<file path="config.mk">
export PLATFORM = sky130hd
export DESIGN_NAME = dp_top_flat
export DESIGN_NICKNAME = d
export VERILOG_FILES = /design/src/rtl/dp_if.sv /design/src/rtl/dp_top.sv /design/src/flat_wrapper.sv
export SDC_FILE = /design/constraint.sdc
export NUM_CORES = 1
export LEC_CHECK = 0
export ABC_AREA = 1
export CORE_AREA = 5 5 154 156
export DETAILED_ROUTE_END_ITERATION = 8
export DIE_AREA = 0 0 159 161
export DONT_BUFFER_PORTS = 1
export MAX_ROUTING_LAYER = met4
export PLACE_DENSITY = 0.72
export SETUP_SLACK_MARGIN = 0.2
export SYNTH_ARGS = -nofsm -noshare
export SYNTH_HDL_FRONTEND = slang
export SYNTH_SLANG_ARGS = --single-unit
</file>
<file path="constraint.sdc">
create_clock -name clk -period 7.1 [get_ports clk]
set_clock_uncertainty 0.05 [all_clocks]
set_input_delay 1.775 -clock clk [delete_from_list [all_inputs] [get_ports clk]]
set_output_delay 1.775 -clock clk [all_outputs]
set_load 0.01 [all_outputs]
</file>
<file path="src/rtl/dp_if.sv">
// Datapath control/data bundle: control and operand inputs in, buses and zero flag out.
interface dp_if #(
  parameter int unsigned BUS_WIDTH = 16
);
  logic                 regWrite;
  logic [2:0]           rsA;
  logic [2:0]           rsB;
  logic [2:0]           rd;
  logic [2:0]           constant_in;
  logic                 MB;
  logic                 MD;
  logic [3:0]           op_select;
  logic [BUS_WIDTH-1:0] data_in;
  logic [BUS_WIDTH-1:0] address_out;
  logic [BUS_WIDTH-1:0] data_out;
  logic                 zero;

  modport master (
    output regWrite, rsA, rsB, rd, constant_in, MB, MD, op_select, data_in,
    input  address_out, data_out, zero
  );

  modport slave (
    input  regWrite, rsA, rsB, rd, constant_in, MB, MD, op_select, data_in,
    output address_out, data_out, zero
  );
endinterface

</file>
<file path="src/rtl/dp_top.sv">
// Single-cycle datapath: 8-entry register file, operand muxes and a combinational
// execution unit whose result (or external load data) is written back on the clock edge.
module dp_top #(
  parameter int unsigned BUS_WIDTH = 16
) (
  input logic clk,
  input logic rst,
  dp_if.slave bus
);
  logic [BUS_WIDTH-1:0] r_rf [8];
  logic [BUS_WIDTH-1:0] rf_EU_A;
  logic [BUS_WIDTH-1:0] rf_MB;
  logic [BUS_WIDTH-1:0] w_bus_b;
  logic [BUS_WIDTH-1:0] w_const;
  logic [BUS_WIDTH-1:0] EU_out;
  logic [BUS_WIDTH-1:0] bus_D;

  assign rf_EU_A = r_rf[bus.rsA];
  assign rf_MB   = r_rf[bus.rsB];
  assign w_const = {{(BUS_WIDTH-3){1'b0}}, bus.constant_in};
  assign w_bus_b = bus.MB ? w_const : rf_MB;

  always_comb begin
    EU_out = '0;
    case (bus.op_select)
      4'b0000: EU_out = rf_EU_A;
      4'b0001: EU_out = rf_EU_A + BUS_WIDTH'(1);
      4'b0010: EU_out = rf_EU_A + w_bus_b;
      4'b0011: EU_out = rf_EU_A + w_bus_b + BUS_WIDTH'(1);
      4'b0100: EU_out = rf_EU_A + ~w_bus_b;
      4'b0101: EU_out = rf_EU_A + ~w_bus_b + BUS_WIDTH'(1);
      4'b0110: EU_out = rf_EU_A - BUS_WIDTH'(1);
      4'b0111: EU_out = rf_EU_A;
      4'b1000: EU_out = rf_EU_A & w_bus_b;
      4'b1001: EU_out = rf_EU_A | w_bus_b;
      4'b1010: EU_out = rf_EU_A ^ w_bus_b;
      4'b1011: EU_out = ~rf_EU_A;
      4'b1100: EU_out = w_bus_b;
      4'b1101: EU_out = w_bus_b >> 1;
      4'b1110: EU_out = w_bus_b << 1;
      4'b1111: EU_out = w_bus_b;
      default: EU_out = '0;
    endcase
  end

  assign bus_D = bus.MD ? bus.data_in : EU_out;

  // Reset wins over regWrite, so a write pending in a reset cycle is dropped.
  always_ff @(posedge clk) begin
    if (rst) begin
      for (int i = 0; i < 8; i++) r_rf[i] <= '0;
    end else if (bus.regWrite) begin
      r_rf[bus.rd] <= bus_D;
    end
  end

  assign bus.address_out = rf_EU_A;
  assign bus.data_out    = w_bus_b;
  assign bus.zero        = (EU_out == '0);
endmodule

</file>
<file path="src/flat_wrapper.sv">
// flat-port wrapper written by rule: the top's interface ports become plain ports
module dp_top_flat 
#(
  parameter int unsigned BUS_WIDTH = 16
)
  (clk, rst, bus_regWrite, bus_rsA, bus_rsB, bus_rd, bus_constant_in, bus_MB, bus_MD, bus_op_select, bus_data_in, bus_address_out, bus_data_out, bus_zero);
  dp_if #(.BUS_WIDTH(BUS_WIDTH)) bus_i ();
  input logic clk;
  input logic rst;
  input wire logic [$bits(bus_i.regWrite)-1:0] bus_regWrite;
  input wire logic [$bits(bus_i.rsA)-1:0] bus_rsA;
  input wire logic [$bits(bus_i.rsB)-1:0] bus_rsB;
  input wire logic [$bits(bus_i.rd)-1:0] bus_rd;
  input wire logic [$bits(bus_i.constant_in)-1:0] bus_constant_in;
  input wire logic [$bits(bus_i.MB)-1:0] bus_MB;
  input wire logic [$bits(bus_i.MD)-1:0] bus_MD;
  input wire logic [$bits(bus_i.op_select)-1:0] bus_op_select;
  input wire logic [$bits(bus_i.data_in)-1:0] bus_data_in;
  output wire logic [$bits(bus_i.address_out)-1:0] bus_address_out;
  output wire logic [$bits(bus_i.data_out)-1:0] bus_data_out;
  output wire logic [$bits(bus_i.zero)-1:0] bus_zero;
  assign bus_i.regWrite = bus_regWrite;
  assign bus_i.rsA = bus_rsA;
  assign bus_i.rsB = bus_rsB;
  assign bus_i.rd = bus_rd;
  assign bus_i.constant_in = bus_constant_in;
  assign bus_i.MB = bus_MB;
  assign bus_i.MD = bus_MD;
  assign bus_i.op_select = bus_op_select;
  assign bus_i.data_in = bus_data_in;
  assign bus_address_out = bus_i.address_out;
  assign bus_data_out = bus_i.data_out;
  assign bus_zero = bus_i.zero;
  dp_top #(.BUS_WIDTH(BUS_WIDTH)) u_core (.clk(clk), .rst(rst), .bus(bus_i));
endmodule
</file>
==> results of run 1 <==
## layout make-up
class	count	area (um2)	share of cell area
clock inverters	13	217.7	0.01563
clock buffers	18	429.2	0.03081
well taps	285	356.6	0.02560
inverters	222	860.8	0.06181
repair buffers	109	838.3	0.06019
multi-input cells	1371	7381	0.5300
flip-flops and latches	128	3844	0.2760
## synthesized netlist by cell type, types with 5 or more instances
cell type and instances:
nor3_1 5, o211ai_1 61, nand4_1 22, or2_2 5, xor2_1 6, nand2_1 443
nor2_1 285, nand3b_1 5, o21ai_0 129, edfxtp_1 128, o22ai_1 18, inv_1 216
o21ai_1 7, clkbuf_1 39, clkinv_1 5, nand3_1 164, a21oi_1 103, o21bai_1 9
ha_1 64, buf_2 35
## metal layers
layer  global-route usage  wire [um]  up-vias
met5                    -          0        -
met4               0.1706       2331        0
met3              0.05359       3985      147
met2               0.5572      20940      762
met1               0.3989      16400     5857
li1                     -          -     6076
## worst max-delay path: stages
cell	delay [ps]
clkinvlp_4	140
o211ai_1	130
nand3_1	140
nand2_2	130
inv_4	60
ha_4	150
inv_1	80
fa_2	450
o21ai_2	200
ha_2	290
nand2_1	60
nand3_1	70
nor2_1	130
nand3_1	80
nor2_1	100
nand2_1	60
nand2_1	70
nand3_1	110
nor2_2	180
nand2_1	90
nor2_2	110
nand3_2	90
nor2_2	90
buf_4	120
## per-stage QoR
stage | worst slack [ps] | utilization | hold slack (ps) | total power (W) | std cells
2_1_floorplan | 241.8 | - | 1045 | 0.001536 | 1802
3_3_place_gp | 78.29 | 0.5735 | 1259 | 0.001831 | 2107
3_5_place_dp | 87.44 | 0.5735 | 1296 | 0.001842 | 2107
4_1_cts | 200.3 | 0.6051 | 1311 | 0.002802 | 2138
5_1_grt | 120.1 | 0.6266 | 1534 | 0.003047 | 2146
6_report | 345.9 | 0.6266 | 1370 | 0.002907 | 2146
## kinds of logic (layout without fill, tap and decap cells)
family	after synthesis	in the layout	synth area share
and+or+nand+nor	947	947	0.3273
AOI/OAI and AO/OA	343	343	0.1649
buffers and inverters	303	362	0.1001
DFF	128	128	0.3207
adders and majority gates	67	67	0.07183
xor gates and xnor gates	7	7	0.005116
muxes	7	7	0.01002
## power by group
part | internal (W) | leakage [nW] | switching, W | total (W)
sequential | 0.000868 | 1.33 | 0.0000130 | 0.000881
clock | 0.000651 | 0.311 | 0.000314 | 0.000965
combinational | 0.000374 | 4.65 | 0.000687 | 0.00106
total | 0.00189 | 6.29 | 0.00101 | 0.00291
## final timing paths
check	to	slack, ps	cells after the start
max	bus_zero	350	24
min	u_core.r_rf[3][5]$_SDFFCE_PN0P_	1370	10
max reg2reg	u_core.r_rf[4][11]$_SDFFCE_PN0P_	3170	25
min reg2reg	u_core.r_rf[3][5]$_SDFFCE_PN0P_	1370	10
## repair_timing
action	4_1_cts	5_1_grt
hold endpoints to repair	0	0
gates resized for setup	19	119
endpoints found under the setup margin	1	1
pin swaps	2	40
setup buffers	0	8
==> reports/results.ini, run 1 <==
[run_status]
outcome = finished, final reports clean

[detailed_routing]
route.vias.total = 12840
avgViaCountPerCell = 5.984
ant_nets = 0
drt_first_iter_violations = 1549
drc_errors = 0
dr.pass1.iters = 6
routed_wl_mm = 43.66
wl_per_cell_um = 20.34

[worst_setup_path]
cp.arrival_ps = 4930
crit_path_end_kind = output port
start_kind = primary input
startpoint = bus_rsA[1]
worstPathRequired_ps = 5280
cp_max_fo = 61
r2r_start = u_core.r_rf[6][4]$_SDFFCE_PN0P_
path_class = in -> out

[clocking]
clockBufferDepth = 2
clock_latency_ps = 410
cts_tree = yes
postCtsHoldBufs = 0
cts.sinks = 128
cts_root_buf = clkbuf_16
clkTransAtPathRegs_ps = 60
cts_max_level = 4
cts_inserted_buffers = 17

[sta]
worst_slew_pin_slew_ps = 1115
period_needed_ps = 6754
setup_viol = 0
fin_crit_sh = 0.9513
rsz0062_at_grt = true
hold_viol = 0
max_freq_mhz = 148.1
relSlewSlack = 0.2537
tns_ps = 0
finalMaxSlewViolations = 0

[hold_path]
hp-class = reg -> reg
min_from = u_core.r_rf[0][6]$_SDFFCE_PN0P_

[finish]
top_regs = u_core.r_rf x128
final_common_cell = nand2_1
largest_reg_flops = 128
fin_area_um2 = 13930
antenna_cells = 0
drive_gt1_frac = 0.1451
nNetsFinal = 1953
nFillCells = 2046
largest-register = u_core.r_rf
layout_common_cells = nand2_1 (420), nor2_1 (267), inv_1 (198)
syn_to_final_growth_pct = 16.21

[placed_design]
gp_congestion = 1.048
place_area_um2 = 12750
port_buffers = 0
dp_hpwl_mm = 31.72

[synthesis]
syn_inst = 1802
yosys.area.top_type = edfxtp_1
synthFlopType = edfxtp_1
synth_top_area_share = 0.3207
syn_area_um2 = 11980
syn_area_per_cell_um2 = 6.650
synth_nets = 1906
ys_ff_latch = 128
synthArstFlopShare = 0
synth.area.top_cells = edfxtp_1 (32%), nand2_1 (14%), nor2_1 (8.9%), nand3_1 (6.8%), inv_1 (6.8%)
synth_edf_count = 128
yosysUniqueCellTypes = 43
yosysWarningCount = 0
synth_seq_area_share = 0.3207

[pwr]
leakagePower_nw = 6.285
vdd_drop_max_mv = 0.2378
pwr_density_cell_nw_per_um2 = 208.7

[floorplan]
die_x_um = 159
die_area_um2 = 25600
start_util = 0.5392
core_area_um2 = 22230
row_count = 55
die_h_um = 161
io_pins = 70

[global_routing]
grt_max_degree = 119
first_global_vias = 12440
grt_pass1_wl_mm = 66.59
grt_usage = 0.3363
antenna_found_initial = 0
grt_overflow = 0

[job]
drv_cap = 0

Power figures use the tool's default switching activity.
==> inputs of run 2 (changes only) <==
Settings changed: CORE_AREA 5 5 154 156 to 10 10 159 161, DIE_AREA 0 0 159 161 to 0 0 169 171, GPL_TIMING_DRIVEN set to 0.
==> reports/results.ini, run 2 (synthesized netlist as in run 1, its figures left out) <==
[run_status]
outcome = complete, but fails checks
violations = setup timing

[global_routing]
first_global_vias = 12420  ; -0.23%
grt_usage = 0.3386  ; +0.002260
grt_overflow = 0  ; unchanged
grt_pass1_wl_mm = 73.15  ; +9.9%
grt_max_degree = 17  ; -86%
antenna_found_initial = 0  ; unchanged

[detailed_routing]
route.vias.total = 13430  ; +4.6%
drc_errors = 0  ; unchanged
dr.pass1.iters = 7  ; +1
wl_per_cell_um = 23.10  ; +14%
routed_wl_mm = 50.05  ; +15%
drt_first_iter_violations = 1840  ; +19%
ant_nets = 0  ; unchanged
avgViaCountPerCell = 6.198  ; +3.6%

[floorplan]
die_area_um2 = 28900  ; +13%
start_util = 0.5392  ; unchanged
die_h_um = 171  ; +6.2%
core_area_um2 = 22230  ; unchanged
io_pins = 70  ; unchanged
die_x_um = 169  ; +6.3%
row_count = 55  ; unchanged

[placed_design]
port_buffers = 0  ; unchanged
place_ws_ps = -1241  ; -1328 ps
place_area_um2 = 12350  ; -3.1%
dp_hpwl_mm = 37.23  ; +17%
gp_congestion = 1.021  ; -2.6%

[finish]
syn_to_final_growth_pct = 20.78
top_regs = u_core.r_rf x128
multi_input_area_um2 = 7670  ; +3.9%
nNetsFinal = 1973  ; +1.0%
drive_gt1_frac = 0.1700  ; +0.02495
fin_area_um2 = 14470  ; +3.9%
nFillCells = 2040  ; -0.29%
final_common_cell = nand2_1
seqCellArea_um2 = 3844  ; unchanged
largest-register = u_core.r_rf
largest_reg_flops = 128  ; unchanged
layout_common_cells = nand2_1 (400), nor2_1 (263), inv_1 (195)
antenna_cells = 0  ; unchanged

[sta]
relSlewSlack = 0.1140  ; -0.1397
hold_viol = 0  ; unchanged
period_needed_ps = 7154  ; +399.8 ps
max_freq_mhz = 139.8  ; -5.6%
worst_slew_pin_slew_ps = 1292  ; +176.7 ps
fin_crit_sh = 1.008  ; +0.05631
finalMaxSlewViolations = 0  ; unchanged
setup_viol = 1  ; +1
rsz0062_at_grt = true
fin_ws_ps = -53.87  ; -399.8 ps

[clocking]
cts_max_level = 4  ; unchanged
clock_latency_ps = 430  ; +20 ps
clkTransAtPathRegs_ps = 60  ; about the same
clockBufferDepth = 2  ; unchanged
cts_tree = yes
cts_root_buf = clkbuf_16
cts.sinks = 128  ; unchanged
cts_inserted_buffers = 17  ; unchanged

[worst_setup_path]
crit_path_end_kind = output port
path_class = in -> out
cp.arrival_ps = 5330  ; +400 ps
worstPathRequired_ps = 5280  ; about the same
start_kind = primary input
cp_max_fo = 11  ; -82%

[job]
drv_cap = 0  ; unchanged

[pwr]
leakagePower_nw = 6.483  ; +3.1%
vdd_drop_max_mv = 0.2281  ; -4.1%
pwr_density_cell_nw_per_um2 = 203.1  ; -2.7%

[hold_path]
hp-class = reg -> reg

## run 2: cell types whose count changed in the layout (fill, tap and decap cells not counted), sizes merged
cell      previous run  this run
clkbuf              18        57
buf                109        88
clkinvlp             8         9
bufbuf               0         2
inv                212       221
clkinv               9         5
bufinv               6         1
## run 2: routing by layer
metal | global-route usage | part of all wire
met5 | - | 0
met4 | 0.1902 | 0.065
met3 | 0.05116 | 0.10
met2 | 0.5576 | 0.48
met1 | 0.3903 | 0.36
## run 2: path summary, 6_finish.rpt
check / end / startpoint / cells past startpoint / slack, ps
setup reg to reg: u_core.r_rf[4][8]$_SDFFCE_PN0P_ / u_core.r_rf[6][0]$_SDFFCE_PN0P_ / 33 / 2550
hold / removal: u_core.r_rf[3][10]$_SDFFCE_PN0P_ / u_core.r_rf[6][10]$_SDFFCE_PN0P_ / 10 / 1380
setup / recovery: bus_zero / bus_rsB[0] / 27 / -50
hold reg to reg: u_core.r_rf[3][10]$_SDFFCE_PN0P_ / u_core.r_rf[6][10]$_SDFFCE_PN0P_ / 10 / 1380
## run 2: repair_timing
action                                  CTS  global route
endpoints found under the setup margin    1             1
pin swaps                                38            49
gates resized for setup                 222           116
setup buffers                            25            20
gates cloned                              3             0
hold buffers                              0             0
## run 2: cell type report
type | instances | area share
Multi-Input combinational cell | 1371 | 0.5299
Clock inverter | 14 | 0.01003
Sequential cell | 128 | 0.2656
Inverter | 222 | 0.05913
Buffer | 81 | 0.04962
Tap cell | 285 | 0.02464
Clock buffer | 18 | 0.02965
Timing Repair Buffer | 48 | 0.03147
## run 2: through the flow
| step | hold slack (ps) | instances | total power, W | utilization | TNS (ps) |
|---|---|---|---|---|---|
| after floorplan | 1045 | 1802 | 0.001536 | - | 0 |
| after global placement | 1385 | 2087 | 0.001794 | 0.5555 | -1320 |
| after detailed placement | 1411 | 2087 | 0.001802 | 0.5555 | -1241 |
| after CTS | 1384 | 2147 | 0.002782 | 0.6253 | -3.886 |
| after global routing | 1478 | 2167 | 0.003052 | 0.6512 | -167.5 |
| final | 1384 | 2167 | 0.002940 | 0.6512 | -53.87 |
## run 2: worst max-delay path, cell delays in order
cell	delay, ps
buf_12	130
bufbuf_16	260
bufbuf_16	270
o211ai_1	160
nand3_1	130
nand3_2	160
ha_1	260
clkbuf_4	200
nand2_1	170
inv_1	100
a21oi_2	180
nand2_1	90
nand2_1	60
nand2_1	50
inv_1	70
nand2_1	60
nand2_2	130
nand2_4	100
nor2_4	170
nor2_1	60
nand2_1	80
nand2_2	70
nor2_4	110
nand2_2	80
nor2_4	130
nand3_2	120
nor2_4	150
## run 2: where the power goes
part / switching, W / total, W / internal, W
logic: 0.000790 / 0.00118 / 0.000392
registers: 0.0000181 / 0.000886 / 0.000868
clock network: 0.000379 / 0.000872 / 0.000494
